[config.mk]
export PLATFORM = sky130hd
export DESIGN_NAME = detector_veiculo
export DESIGN_NICKNAME = d
export VERILOG_FILES = /design/src/rtl/detector_veiculo.sv
export SDC_FILE = /design/constraint.sdc
export NUM_CORES = 1
export LEC_CHECK = 0
export BUFFER_PORTS_ARGS = -buffer_cell sky130_fd_sc_hd__buf_2
export CAP_MARGIN = 40
export CORE_MARGIN = 1.5
export CORE_UTILIZATION = 55
export DETAILED_ROUTE_END_ITERATION = 8
export GPL_ROUTABILITY_DRIVEN = 0
export PLACE_DENSITY = 0.73
export SYNTH_ARGS = -nofsm -noshare
export SYNTH_HDL_FRONTEND = slang
export SYNTH_SLANG_ARGS = --single-unit
export TNS_END_PERCENT = 50
[constraint.sdc]
create_clock -name clk -period 2 [get_ports clk]
set_input_delay 0.3 -clock clk [delete_from_list [all_inputs] [get_ports clk]]
set_output_delay 0.3 -clock clk [all_outputs]
set_load 0.05 [all_outputs]
[src/rtl/detector_veiculo.sv]
// Vehicle request conditioner for the traffic-light controller: synchronises and debounces
// the loop sensor, turns each new arrival into a CAR request gated by a minimum green time.
module detector_veiculo #(
   parameter int unsigned DEBOUNCE   = 500000,
   parameter int unsigned TMIN_VERDE = 250000000,
   parameter int unsigned CNT_W      = 32
) (
   input  logic       clk,
   input  logic       res,
   input  logic       SENSOR,
   input  logic       VERDE,
   output logic       CAR,
   output logic       PRESENCA,
   output logic [7:0] PEDIDOS
);

   typedef enum logic [1:0] {
      IDLE    = 2'd0,
      ESPERA  = 2'd1,
      PEDIDO  = 2'd2,
      SERVIDO = 2'd3
   } estado_t;

   localparam logic [CNT_W-1:0] DEB_LAST = CNT_W'(DEBOUNCE - 32'd1);
   localparam logic [CNT_W-1:0] G_MAX    = CNT_W'(TMIN_VERDE);
   localparam logic [CNT_W-1:0] CNT_ONE  = CNT_W'(32'd1);

   logic             s1_r, s2_r;
   logic [CNT_W-1:0] deb_cnt_r;
   logic             presenca_r, pres_d_r;
   logic [CNT_W-1:0] g_cnt_r;
   estado_t          state_r, state_nxt_s;
   logic             pendente_r, pendente_nxt_s;
   logic [7:0]       pedidos_r, pedidos_nxt_s;
   logic             car_r;
   logic             chegada_s, verde_ok_s;

   assign chegada_s  = presenca_r & ~pres_d_r;
   assign verde_ok_s = VERDE & (g_cnt_r == G_MAX);

   // Two-flop synchroniser for the asynchronous sensor.
   always_ff @(posedge clk or negedge res) begin
      if (!res) begin
         s1_r <= 1'b0;
         s2_r <= 1'b0;
      end else begin
         s1_r <= SENSOR;
         s2_r <= s1_r;
      end
   end

   // Debounce: PRESENCA follows s2 only after DEBOUNCE consecutive mismatching cycles.
   always_ff @(posedge clk or negedge res) begin
      if (!res) begin
         deb_cnt_r  <= '0;
         presenca_r <= 1'b0;
         pres_d_r   <= 1'b0;
      end else begin
         pres_d_r <= presenca_r;
         if (s2_r == presenca_r) begin
            deb_cnt_r <= '0;
         end else if (deb_cnt_r == DEB_LAST) begin
            presenca_r <= s2_r;
            deb_cnt_r  <= '0;
         end else begin
            deb_cnt_r <= deb_cnt_r + CNT_ONE;
         end
      end
   end

   // Consecutive-green counter, saturating at the minimum green time.
   always_ff @(posedge clk or negedge res) begin
      if (!res) begin
         g_cnt_r <= '0;
      end else if (!VERDE) begin
         g_cnt_r <= '0;
      end else if (g_cnt_r != G_MAX) begin
         g_cnt_r <= g_cnt_r + CNT_ONE;
      end else begin
         g_cnt_r <= g_cnt_r;
      end
   end

   // Request FSM next-state; arrivals while a request is open merge into it.
   always_comb begin
      state_nxt_s    = state_r;
      pendente_nxt_s = pendente_r;
      pedidos_nxt_s  = pedidos_r;
      case (state_r)
         IDLE: begin
            if (chegada_s || pendente_r) begin
               pendente_nxt_s = 1'b0;
               if (verde_ok_s) begin
                  state_nxt_s = PEDIDO;
               end else begin
                  state_nxt_s = ESPERA;
               end
            end else begin
               state_nxt_s = IDLE;
            end
         end
         ESPERA: begin
            if (verde_ok_s) begin
               state_nxt_s = PEDIDO;
            end else begin
               state_nxt_s = ESPERA;
            end
         end
         PEDIDO: begin
            if (!VERDE) begin
               state_nxt_s = SERVIDO;
               if (pedidos_r != 8'd255) begin
                  pedidos_nxt_s = pedidos_r + 8'd1;
               end else begin
                  pedidos_nxt_s = pedidos_r;
               end
            end else begin
               state_nxt_s = PEDIDO;
            end
         end
         SERVIDO: begin
            if (chegada_s) begin
               pendente_nxt_s = 1'b1;
            end else begin
               pendente_nxt_s = pendente_r;
            end
            if (VERDE) begin
               state_nxt_s = IDLE;
            end else begin
               state_nxt_s = SERVIDO;
            end
         end
         default: begin
            state_nxt_s = IDLE;
         end
      endcase
   end

   // State and output registers; CAR is registered alongside the state it decodes.
   always_ff @(posedge clk or negedge res) begin
      if (!res) begin
         state_r    <= IDLE;
         pendente_r <= 1'b0;
         pedidos_r  <= 8'd0;
         car_r      <= 1'b0;
      end else begin
         state_r    <= state_nxt_s;
         pendente_r <= pendente_nxt_s;
         pedidos_r  <= pedidos_nxt_s;
         car_r      <= (state_nxt_s == PEDIDO);
      end
   end

   assign CAR      = car_r;
   assign PRESENCA = presenca_r;
   assign PEDIDOS  = pedidos_r;

endmodule

==> reports/metrics.json, run 1 <==
{
  "status": "finished, final reports clean",
  "layout_worst_path_cycle_share_pct": 91.8,
  "ff2ff_path_depth": 6,
  "wl_per_cell_um": 13.6,
  "firstDrtPassIters": 4,
  "timing.final.max_slew_violations": 0,
  "clock_insertion_delay_worst_skew_ns": 0.36,
  "grt_first_pass_wirelength_um": 13600,
  "timing_worst_setup_path_type": "flop to flop",
  "die-height_um": 90.0,
  "critical_path.startpoint_type": "flop",
  "seq_total_area_yosys_pct": 48.1,
  "synthesis.nets": 421,
  "drt-vias-per-instance": 5.39,
  "avgSynthCellArea_um2": 10.1,
  "min_delay_path_depth": 1,
  "path_clk_slew_ns": 0.09,
  "buffer_ports.inserted": 13,
  "cts.sinks": 80,
  "syn-cell-area_um2": 4160,
  "grt.met1_usage_pct": 27.3,
  "synthToLayoutAreaGrowth_pct": 10.2,
  "drt_iter0_markers": 101,
  "max_freq_mhz": 545,
  "hold_path_class": "input pin to flop",
  "irDropWorstVdd_mv": 0.305,
  "tightestPinTransition_ns": 0.657,
  "max_cap_violations": 0,
  "top_fanout_value_on_the_critical_path": 14,
  "met3_usage_pct": 3.98,
  "cts_made_buffers": 9,
  "drive_gt1_share_pct": 13.2,
  "yosys_warnings": 0,
  "portion_of_synthesized_cell_area_occupied_by_the_leading_cell_type_pct": 48.1,
  "synth_top_cells_by_area": "dfrtp_1, xnor2_1, xor2_1",
  "wl_um": 7320,
  "post_synthesis_cells": 413,
  "grt.overflow.total": 0,
  "antenna_violating_nets_post_route": 0,
  "num_antenna_cells": 0,
  "power.leakage_nw": 2.09,
  "worst-endpoint-required_ns": 2.29,
  "slew_headroom_pct": 56.2,
  "endpoint_kind": "flop",
  "core_area_um2": 7290,
  "grt_use_total_pct": 20.7,
  "htree_levels": 3,
  "ys.flop_type": "dfrtp_1",
  "die_width_um": 90.0,
  "worst_hold_slack_after_final_layout_ns": 0.0377,
  "layout_setup_ws_ns": 0.165,
  "finish.net_count": 441,
  "number_of_buffers_on_the_longest_clock_path": 2,
  "top_level_ports": 14,
  "clock_tree_from_tritoncts": "yes",
  "rsz0062_at_grt": "yes",
  "vias": 2894,
  "finalWorstPathRequiredPeriod_ns": 1.84,
  "use_met2_pct": 33.7,
  "start_util_pct": 57.1,
  "synth_enable_flop_cells": 0,
  "ys_seq_elements": 80,
  "synth_top_area_cell": "dfrtp_1",
  "yosys.cell_types.count": 47,
  "final_report_setup_violation_count": 0,
  "drcViolationCount": 0,
  "grt_busiest_layer": "met2",
  "std_cell_rows": 31,
  "first_global_vias": 2967,
  "cts_root_buffer": "clkbuf_8",
  "die-area_um2": 8100,
  "dp_hpwl_um": 4960,
  "grt_max_degree": 53,
  "pre_cts_ws_ns": 0.0757,
  "power_density_nw_per_um2": 626,
  "grt_antenna_before_repair": 0,
  "timing_hold_violations_final": 0,
  "fin_worst_skew_ns": 0.0181,
  "fraction_of_registers_with_async_set_or_reset_after_synthesis_pct": 100,
  "critPathArrivalTime_ns": 2.13
}
[kinds of logic after synthesis]
kind of cell	Yosys count	synth area share (%)
and+or+nand+nor	209	29.6
AOI/OAI and AO/OA	27	4.24
muxes	5	1.32
buffers and inverters	30	3.37
DFF	80	48.1
adders and majority gates	4	1.20
xor gates and xnor gates	58	12.2
[layout make-up]
type,instances,area [um^2]
fill,638,2710
inverter,14,52.6
timing repair buffer,25,185
multi-input combinational,303,2040
tap,99,124
clock buffer,9,124
sequential,80,2000
clock inverter,7,61.3
[stage by stage]
stage	utilization (%)	total power [W]	instances	setup TNS (ns)	area [um^2]
2_1_floorplan	-	0.00171	413	0	4160
3_3_place_gp	59.9	0.00177	519	0	4370
3_5_place_dp	59.9	0.00177	519	0	4370
4_1_cts	62.6	0.00291	536	0	4560
5_1_grt	62.9	0.00298	537	-0.00257	4590
6_report	62.9	0.00287	537	0	4590
[synth_stat cells (2+ instances only)]
library cell and n:
a21boi_0 5, a21boi_1 4, a21oi_1 2, and2_1 23
and3_1 13, and3b_1 3, and4_1 8, buf_2 7
buf_4 5, clkbuf_1 4, dfrtp_1 80, ha_1 4
inv_1 14, mux2_2 3, nand2_1 24, nand3_1 25
nand4_1 9, nand4_4 2, nor2_1 44, nor2b_1 5
nor3_1 19, nor3b_1 3, nor4_1 6, nor4_2 3
nor4b_1 3, o21a_1 3, o21ai_0 9, or3_1 8
xnor2_1 33, xor2_1 25
[cells in the final DEF (no fill, tap or decap), types with 6 or more instances in the layout]
cell,instances
dfrtp_1,80
nor2_1,44
xnor2_1,33
nand3_1,25
xor2_1,25
nand2_1,24
and2_1,23
nor3_1,18
inv_1,14
and3_1,13
buf_2,12
buf_4,10
nand4_1,9
o21ai_0,9
clkbuf_8,9
and4_1,8
or3_1,8
nor4_1,6
[timing repair]
item / 4_1_cts / 5_1_grt
endpoints found under the setup margin: 0 / 7
endpoints found under the hold margin: 51 / 0
setup buffers: 0 / 1
resized for setup: 0 / 3
hold buffers: 1 / 0
[power by group]
part,internal (W),switching [W]
clock,0.000474,0.000661
sequential,0.00163,0.0000129
combinational,0.0000324,0.0000620
[final timing paths]
kind                                         from                      end  slack, ns
hold reg to reg                    s1_r$_DFF_PN0_           s2_r$_DFF_PN0_       0.35
setup reg to reg           g_cnt_r[0]$_DFFE_PN0P_  g_cnt_r[26]$_DFFE_PN0P_       0.16
max in group asynchronous                     res   deb_cnt_r[5]$_DFF_PN0_       0.93
setup / recovery           g_cnt_r[0]$_DFFE_PN0P_  g_cnt_r[26]$_DFFE_PN0P_       0.16
min in group asynchronous                     res  g_cnt_r[16]$_DFFE_PN0P_       0.50
hold / removal                             SENSOR           s1_r$_DFF_PN0_       0.04
[layer usage]
metal / vias to the layer above / routed length, um
li1: 1451 / -
met1: 1413 / 3570
met2: 21 / 3490
met3: 9 / 142
met4: 0 / 125
met5: - / 0
[critical path: stages (launching register included)]
cell and delay [ns]:
dfrtp_1 0.44, ha_1 0.24, and2_1 0.23, nand4_4 0.24, nor3b_2 0.27, xor2_1 0.19
and2_1 0.14
[registers in the layout, indices dropped and copies added (netlist names), 2 cells and up]
name and count:
deb_cnt_r 32, g_cnt_r 32, state_r 2, PEDIDOS 8
No activity file was read; power rests on OpenSTA's default activity.
==> run 2: changes to the inputs <==
--- a/config.mk
+++ b/config.mk
@@ -12,6 +12,7 @@
 export DETAILED_ROUTE_END_ITERATION = 8
 export GPL_ROUTABILITY_DRIVEN = 0
 export PLACE_DENSITY = 0.73
+export SETUP_SLACK_MARGIN = 0.4
 export SYNTH_ARGS = -nofsm -noshare
 export SYNTH_HDL_FRONTEND = slang
 export SYNTH_SLANG_ARGS = --single-unit
==> run 2 against run 1 <==
  * Wire length rose by 23%
  * Power rose by 9.5%
  * Clock skew fell by 0.0055 ns
  * Non-clock buffer count rose by 28
  * Sequential power barely moved
  * Core utilization rose by 8.9 points
  * Critical path depth rose by 1
  * Flip-flop and latch count did not move
  * Clock power rose by 18%
  * Final cell count rose by 5.6%
  * Count of clock-buffer cells in the layout rose by 2
  * Sequential share of layout area fell by 5.1 points
==> reports/metrics.json, run 2 (synthesis results as in run 1) <==
{
  "tightestPinTransition": {"value": 0.564, "unit": "ns", "change": "-0.0923 ns"},
  "fin_worst_skew": {"value": 0.0125, "unit": "ns", "change": "-0.00555 ns"},
  "max_cap_violations": {"value": 0, "change": "unchanged"},
  "max_freq": {"value": 538, "unit": "MHz", "change": "-1.3%"},
  "antenna_violating_nets_post_route": {"value": 0, "change": "unchanged"},
  "grt_busiest_layer": "met2",
  "finish.net_count": {"value": 471, "change": "+6.8%"},
  "critPathArrivalTime": {"value": 2.10, "unit": "ns", "change": "-0.03 ns"},
  "status": "finished, final reports clean",
  "grt_antenna_before_repair": {"value": 0, "change": "unchanged"},
  "timing_worst_setup_path_type": "flop to flop",
  "irDropWorstVdd": {"value": 0.405, "unit": "mV", "change": "+33%"},
  "timing.final.max_slew_violations": {"value": 0, "change": "unchanged"},
  "number_of_buffers_on_the_longest_clock_path": {"value": 2, "change": "unchanged"},
  "die_width": {"value": 90.0, "unit": "um", "change": "unchanged"},
  "met3_usage": {"value": 4.40, "unit": "%", "change": "+0.42 points"},
  "worst-endpoint-required": {"value": 2.24, "unit": "ns", "change": "-0.05 ns"},
  "drt_iter0_markers": {"value": 120, "change": "+19%"},
  "cts_root_buffer": "clkbuf_8",
  "die-height": {"value": 90.0, "unit": "um", "change": "unchanged"},
  "power_density": {"value": 600, "unit": "nW/um^2", "change": "-4.1%"},
  "grt_max_degree": {"value": 51, "change": "-3.8%"},
  "drcViolationCount": {"value": 0, "change": "unchanged"},
  "most-common-layout-cells": "dfrtp_1, nor2_1, xnor2_1",
  "grt.met1_usage": {"value": 29.1, "unit": "%", "change": "+1.8 points"},
  "first_global_vias": {"value": 3129, "change": "+5.5%"},
  "finalWorstPathRequiredPeriod": {"value": 1.86, "unit": "ns", "change": "+0.0250 ns"},
  "grt_use_total": {"value": 22.8, "unit": "%", "change": "+2.0 points"},
  "wl": {"value": 9040, "unit": "um", "change": "+23%"},
  "grt_first_pass_wirelength": {"value": 14700, "unit": "um", "change": "+8.2%"},
  "pre_cts_ws": {"value": 0.128, "unit": "ns", "change": "+0.0526 ns"},
  "vias": {"value": 3154, "change": "+9.0%"},
  "endpoint_kind": "flop",
  "clock_insertion_delay_worst_skew": {"value": 0.36, "unit": "ns", "change": "about the same"},
  "fillers": {"value": 521, "change": "-18%"},
  "finish.utilization": {"value": 71.8, "unit": "%", "change": "+8.9 points"},
  "rsz0062_at_grt": "yes",
  "top_fanout_value_on_the_critical_path": {"value": 7, "change": "-7"},
  "die-area": {"value": 8100, "unit": "um^2", "change": "unchanged"},
  "layout_setup_ws": {"value": 0.140, "unit": "ns", "change": "-0.0250 ns"},
  "slew_headroom": {"value": 62.3, "unit": "%", "change": "+6.1 points"},
  "start_util": {"value": 57.1, "unit": "%", "change": "unchanged"},
  "hold_path_class": "input pin to flop",
  "wl_per_cell": {"value": 15.9, "unit": "um", "change": "+17%"},
  "top_level_ports": {"value": 14, "change": "unchanged"},
  "critical_path.startpoint_type": "flop",
  "placed_cell_area": {"value": 4390, "unit": "um^2", "change": "+0.46%"},
  "final_area": {"value": 5240, "unit": "um^2", "change": "+14%"},
  "firstDrtPassIters": {"value": 4, "change": "unchanged"},
  "cts_made_buffers": {"value": 9, "change": "unchanged"},
  "setup_tns": {"value": 0, "unit": "ns", "change": "unchanged"},
  "timing_hold_violations_final": {"value": 0, "change": "unchanged"},
  "layout_worst_path_cycle_share": {"value": 93.0, "unit": "%", "change": "+1.3 points"},
  "final_report_setup_violation_count": {"value": 0, "change": "unchanged"},
  "power.leakage": {"value": 2.35, "unit": "nW", "change": "+12%"},
  "core_area": {"value": 7290, "unit": "um^2", "change": "unchanged"},
  "path_clk_slew": {"value": 0.08, "unit": "ns", "change": "about the same"},
  "grt.overflow.total": {"value": 0, "change": "unchanged"},
  "buffer_ports.inserted": {"value": 13, "change": "unchanged"},
  "drive_gt1_share": {"value": 30.6, "unit": "%", "change": "+17 points"},
  "htree_levels": {"value": 3, "change": "unchanged"},
  "dp_hpwl": {"value": 4960, "unit": "um", "change": "-0.10%"},
  "clock_tree_from_tritoncts": "yes",
  "synthToLayoutAreaGrowth_pct": 25.8,
  "cts.sinks": {"value": 80, "change": "unchanged"},
  "most_common_cell_after_layout_fill_and_taps_aside": "dfrtp_1",
  "use_met2": {"value": 37.7, "unit": "%", "change": "+4.0 points"},
  "num_antenna_cells": {"value": 0, "change": "unchanged"},
  "std_cell_rows": {"value": 31, "change": "unchanged"},
  "drt-vias-per-instance": {"value": 5.56, "change": "+3.2%"}
}
-- run 2: area by class of cell --
type	instances	area, um^2	share of cell area, %
Tap cell	99	124	2.37
Inverter	14	52.6	1.00
Timing Repair Buffer	53	474	9.06
Clock buffer	11	141	2.70
Multi-Input combinational cell	305	2340	44.8
Clock inverter	5	80.1	1.53
Sequential cell	80	2020	38.6
-- run 2: worst max-delay path: stages (launching register included) --
cell,delay (ns)
dfrtp_2,0.44
nor4_4,0.37
nand3_2,0.15
nor4_4,0.28
or2_4,0.20
buf_6,0.12
clkbuf_16,0.14
nor2_1,0.05
-- run 2: metrics by stage --
stage,instances,hold slack [ns],total power (W)
after floorplan,413,0.00441,0.00171
after global placement,517,0.273,0.00177
after detailed placement,517,0.273,0.00177
after CTS,553,0.0344,0.00314
after global routing,567,0.0334,0.00326
final,567,0.0469,0.00314
-- run 2: power by group --
group | internal [W] | switching [W] | total, W
clock | 0.000735 | 0.000598 | 0.00133
combinational | 0.0000784 | 0.0000876 | 0.000166
sequential | 0.00163 | 0.0000146 | 0.00164
-- run 2: path summary, 6_finish.rpt --
path / from / endpoint / slack (ns) / depth (start not counted)
worst max-delay path: deb_cnt_r[23]$_DFF_PN0_ / deb_cnt_r[23]$_DFF_PN0_ / 0.14 / 7
worst min-delay path: SENSOR / s1_r$_DFF_PN0_ / 0.05 / 1
worst max register to register: deb_cnt_r[23]$_DFF_PN0_ / deb_cnt_r[23]$_DFF_PN0_ / 0.14 / 7
worst min register to register: s1_r$_DFF_PN0_ / s2_r$_DFF_PN0_ / 0.37 / 0
max in group asynchronous: res / PEDIDOS[1]$_DFFE_PN0P_ / 0.97 / 3
min in group asynchronous: res / g_cnt_r[12]$_DFFE_PN0P_ / 0.41 / 2
-- run 2: layer usage --
metal	up-vias	part of all wire, %
li1	1519	-
met1	1578	43
met2	36	53
met3	21	2.3
met4	0	2.4
met5	-	0
-- run 2: repair_timing --
action | in CTS | in global routing
setup endpoints to repair | 58 | 66
hold buffers | 1 | 0
pin swaps | 14 | 22
gates resized for setup | 29 | 52
endpoints found under the hold margin | 30 | 0
setup buffers | 17 | 11
cloned | 2 | 3
==> run 3: changes to the inputs <==
--- a/config.mk
+++ b/config.mk
@@ -7,11 +7,11 @@
 export LEC_CHECK = 0
 export BUFFER_PORTS_ARGS = -buffer_cell sky130_fd_sc_hd__buf_2
 export CAP_MARGIN = 40
-export CORE_MARGIN = 1.5
-export CORE_UTILIZATION = 55
+export CORE_MARGIN = 4
+export CORE_UTILIZATION = 30
 export DETAILED_ROUTE_END_ITERATION = 8
 export GPL_ROUTABILITY_DRIVEN = 0
-export PLACE_DENSITY = 0.73
+export PLACE_DENSITY = 0.45
 export SETUP_SLACK_MARGIN = 0.4
 export SYNTH_ARGS = -nofsm -noshare
 export SYNTH_HDL_FRONTEND = slang
==> run 3 against run 2 <==
  * Maximum frequency rose by 1.6%
  * Register-to-register slack improved by 0.03 ns
  * Global-route usage fell by 10 points
  * Largest power group unchanged
==> reports/metrics.json, run 3 (synthesis results as in run 1) <==
{
  "status": "finished, final reports clean",
  "antenna_violating_nets_post_route": {"value": 0, "change": "unchanged"},
  "buffer_ports.inserted": {"value": 13, "change": "unchanged"},
  "die-area": {"value": 15800, "unit": "um^2", "change": "+95%"},
  "fin_worst_skew": {"value": 0.00588, "unit": "ns", "change": "-0.00664 ns"},
  "endpoint_kind": "flop",
  "die_width": {"value": 126, "unit": "um", "change": "+40%"},
  "cts_root_buffer": "clkbuf_16",
  "start_util": {"value": 31.1, "unit": "%", "change": "-26 points"},
  "top_level_ports": {"value": 14, "change": "unchanged"},
  "cell_int_power": {"value": 0.00258, "unit": "W", "change": "+5.7%"},
  "grt.overflow.total": {"value": 0, "change": "unchanged"},
  "htree_levels": {"value": 3, "change": "unchanged"},
  "crit_path_max_incr_delay": {"value": 0.43, "unit": "ns", "change": "about the same"},
  "synthToLayoutAreaGrowth_pct": 31.5,
  "firstDrtPassIters": {"value": 4, "change": "unchanged"},
  "timing_worst_setup_path_type": "flop to flop",
  "finish.utilization": {"value": 40.8, "unit": "%", "change": "-31 points"},
  "first_global_vias": {"value": 3049, "change": "-2.6%"},
  "dp_hpwl": {"value": 5700, "unit": "um", "change": "+15%"},
  "layout_worst_path_cycle_share": {"value": 91.6, "unit": "%", "change": "-1.4 points"},
  "hold_sp": "SENSOR",
  "top_fanout_value_on_the_critical_path": {"value": 6, "change": "-1"},
  "clock_tree_from_tritoncts": "yes",
  "timing_hold_violations_final": {"value": 0, "change": "unchanged"},
  "worst_hold_path.endpoint": "s1_r$_DFF_PN0_",
  "path_common_cell": "nor4_4",
  "grt_max_degree": {"value": 37, "change": "-27%"},
  "drcViolationCount": {"value": 0, "change": "unchanged"},
  "drt-vias-per-instance": {"value": 4.79, "change": "-14%"},
  "wl": {"value": 9590, "unit": "um", "change": "+6.2%"},
  "cts.sinks": {"value": 80, "change": "unchanged"},
  "final_report_setup_violation_count": {"value": 0, "change": "unchanged"},
  "drt_iter0_markers": {"value": 188, "change": "+57%"},
  "vias": {"value": 3117, "change": "-1.2%"},
  "irDropWorstVdd": {"value": 0.381, "unit": "mV", "change": "-6.0%"},
  "timing.rr.start": "deb_cnt_r[24]$_DFF_PN0_",
  "timing.final.max_slew_violations": {"value": 0, "change": "unchanged"},
  "total_power": {"value": 0.00331, "unit": "W", "change": "+5.3%"},
  "clkPwrFrac": {"value": 45.3, "unit": "%", "change": "+2.9 points"},
  "most-common-layout-cells": "dfrtp_1, xnor2_1, buf_4",
  "grt_first_pass_wirelength": {"value": 16000, "unit": "um", "change": "+8.6%"},
  "switchingPower": {"value": 0.000728, "unit": "W", "change": "+4.1%"},
  "hold_path_class": "input pin to flop",
  "number_of_buffers_on_the_longest_clock_path": {"value": 2, "change": "unchanged"},
  "drive_gt1_share": {"value": 32.6, "unit": "%", "change": "+2.1 points"},
  "die-height": {"value": 126, "unit": "um", "change": "+40%"},
  "ff2ff_path_depth": {"value": 7, "change": "unchanged"},
  "slew_headroom": {"value": 66.3, "unit": "%", "change": "+4.0 points"},
  "reg2reg_to": "deb_cnt_r[11]$_DFF_PN0_",
  "path_clk_slew": {"value": 0.06, "unit": "ns", "change": "-0.02 ns"},
  "worst_hold_slack_after_final_layout": {"value": 0.0691, "unit": "ns", "change": "+0.0222 ns"},
  "p_comb_share": {"value": 5.1, "unit": "%", "change": "-0.2 points"},
  "grt_use_total": {"value": 12.3, "unit": "%", "change": "-10 points"},
  "tightestPinTransition": {"value": 0.505, "unit": "ns", "change": "-0.0594 ns"},
  "worst-endpoint-required": {"value": 2.22, "unit": "ns", "change": "-0.02 ns"},
  "most_common_cell_after_layout_fill_and_taps_aside": "dfrtp_1",
  "rsz0062_at_grt": "yes",
  "finish.net_count": {"value": 478, "change": "+1.5%"},
  "max_cap_violations": {"value": 0, "change": "unchanged"},
  "clock_insertion_delay_worst_skew": {"value": 0.33, "unit": "ns", "change": "-0.03 ns"},
  "grt_antenna_before_repair": {"value": 0, "change": "unchanged"},
  "min_delay_path_depth": {"value": 1, "change": "unchanged"},
  "path_cells": "nor4_4 > nand2_2 > nor4_4 > or2_4 > buf_6 > buf_8 > nor2_1",
  "max_freq": {"value": 546, "unit": "MHz", "change": "+1.6%"},
  "critPathArrivalTime": {"value": 2.06, "unit": "ns", "change": "-0.04 ns"},
  "std_cell_rows": {"value": 42, "change": "+35%"},
  "power_density": {"value": 605, "unit": "nW/um^2", "change": "+0.78%"},
  "netSwitchingFraction": {"value": 22.0, "unit": "%", "change": "-0.26 points"},
  "reg2reg_setup_slack": {"value": 0.17, "unit": "ns", "change": "+0.03 ns"},
  "cts_made_buffers": {"value": 9, "change": "unchanged"},
  "num_antenna_cells": {"value": 0, "change": "unchanged"},
  "crit_slowest_cell": "dfrtp_2",
  "finalWorstPathRequiredPeriod": {"value": 1.83, "unit": "ns", "change": "-0.0289 ns"},
  "power.sequential.fraction": {"value": 49.6, "unit": "%", "change": "-2.7 points"},
  "wl_per_cell": {"value": 14.7, "unit": "um", "change": "-7.5%"},
  "power.leakage": {"value": 2.41, "unit": "nW", "change": "+2.7%"},
  "critical_path.startpoint_type": "flop",
  "core_area": {"value": 13400, "unit": "um^2", "change": "+84%"},
  "setup_tns": {"value": 0, "unit": "ns", "change": "unchanged"}
}
[run 3: area by class of cell]
class / count / area [um^2]
timing repair buffer: 60 / 543
fill: 1312 / 7930
multi-input combinational: 305 / 2370
clock inverter: 3 / 17.5
inverter: 14 / 52.6
sequential: 80 / 2020
clock buffer: 13 / 250
tap: 176 / 220
[run 3: worst max path at each step]
| stage | startpoint | to | slack, ns |
|---|---|---|---|
| after floorplan | deb_cnt_r[0]$_DFF_PN0_ | deb_cnt_r[22]$_DFF_PN0_ | 0.26 |
| after global placement | g_cnt_r[0]$_DFFE_PN0P_ | CAR$_DFF_PN0_ | -0.11 |
| after detailed placement | g_cnt_r[0]$_DFFE_PN0P_ | CAR$_DFF_PN0_ | -0.07 |
| after CTS | g_cnt_r[0]$_DFFE_PN0P_ | g_cnt_r[2]$_DFFE_PN0P_ | 0.21 |
| after global routing | deb_cnt_r[24]$_DFF_PN0_ | deb_cnt_r[13]$_DFF_PN0_ | 0.07 |
| final | deb_cnt_r[24]$_DFF_PN0_ | deb_cnt_r[11]$_DFF_PN0_ | 0.17 |
[run 3: per-stage QoR]
step | cells | setup slack [ns] | instance area, um^2
floorplan | 413 | 0.259 | 4210
global placement | 597 | -0.109 | 4490
detailed placement | 597 | -0.0725 | 4490
CTS | 636 | 0.210 | 5130
global route | 651 | 0.0694 | 5470
finish | 651 | 0.169 | 5470
[run 3: routing by layer]
| metal | track usage (%) | part of all wire (%) | vias up |
|---|---|---|---|
| met3 | 3.09 | 2.4 | 7 |
| li1 | - | - | 1535 |
| met2 | 20.3 | 49 | 33 |
| met1 | 16.5 | 48 | 1542 |
| met5 | 0 | 0 | - |
| met4 | 2.78 | 0.82 | 0 |
[run 3: critical path: cells and delay by family, from the launching register on]
kind | cells | cell delay [ns]
AND/OR/NAND/NOR | 5 | 1.03
flip-flops | 1 | 0.43
buffers and inverters | 2 | 0.25
[run 3: repair_timing]
| action | CTS | global route |
|---|---|---|
| buffers inserted | 17 | 14 |
| setup endpoints to repair | 56 | 66 |
| endpoints found under the hold margin | 23 | 0 |
| pin swaps | 23 | 20 |
| cloned | 5 | 1 |
| hold buffers | 1 | 0 |
| resized for setup | 45 | 56 |
[run 3: power groups by stage]
stage | Clock (W) | Sequential, W | Combinational, W
after detailed placement | 0 | 0.00167 | 0.000103
after floorplan | 0 | 0.00167 | 0.0000444
final | 0.00150 | 0.00164 | 0.000169
after global placement | 0 | 0.00167 | 0.000103
after global routing | 0.00162 | 0.00164 | 0.000188
after CTS | 0.00155 | 0.00164 | 0.000147
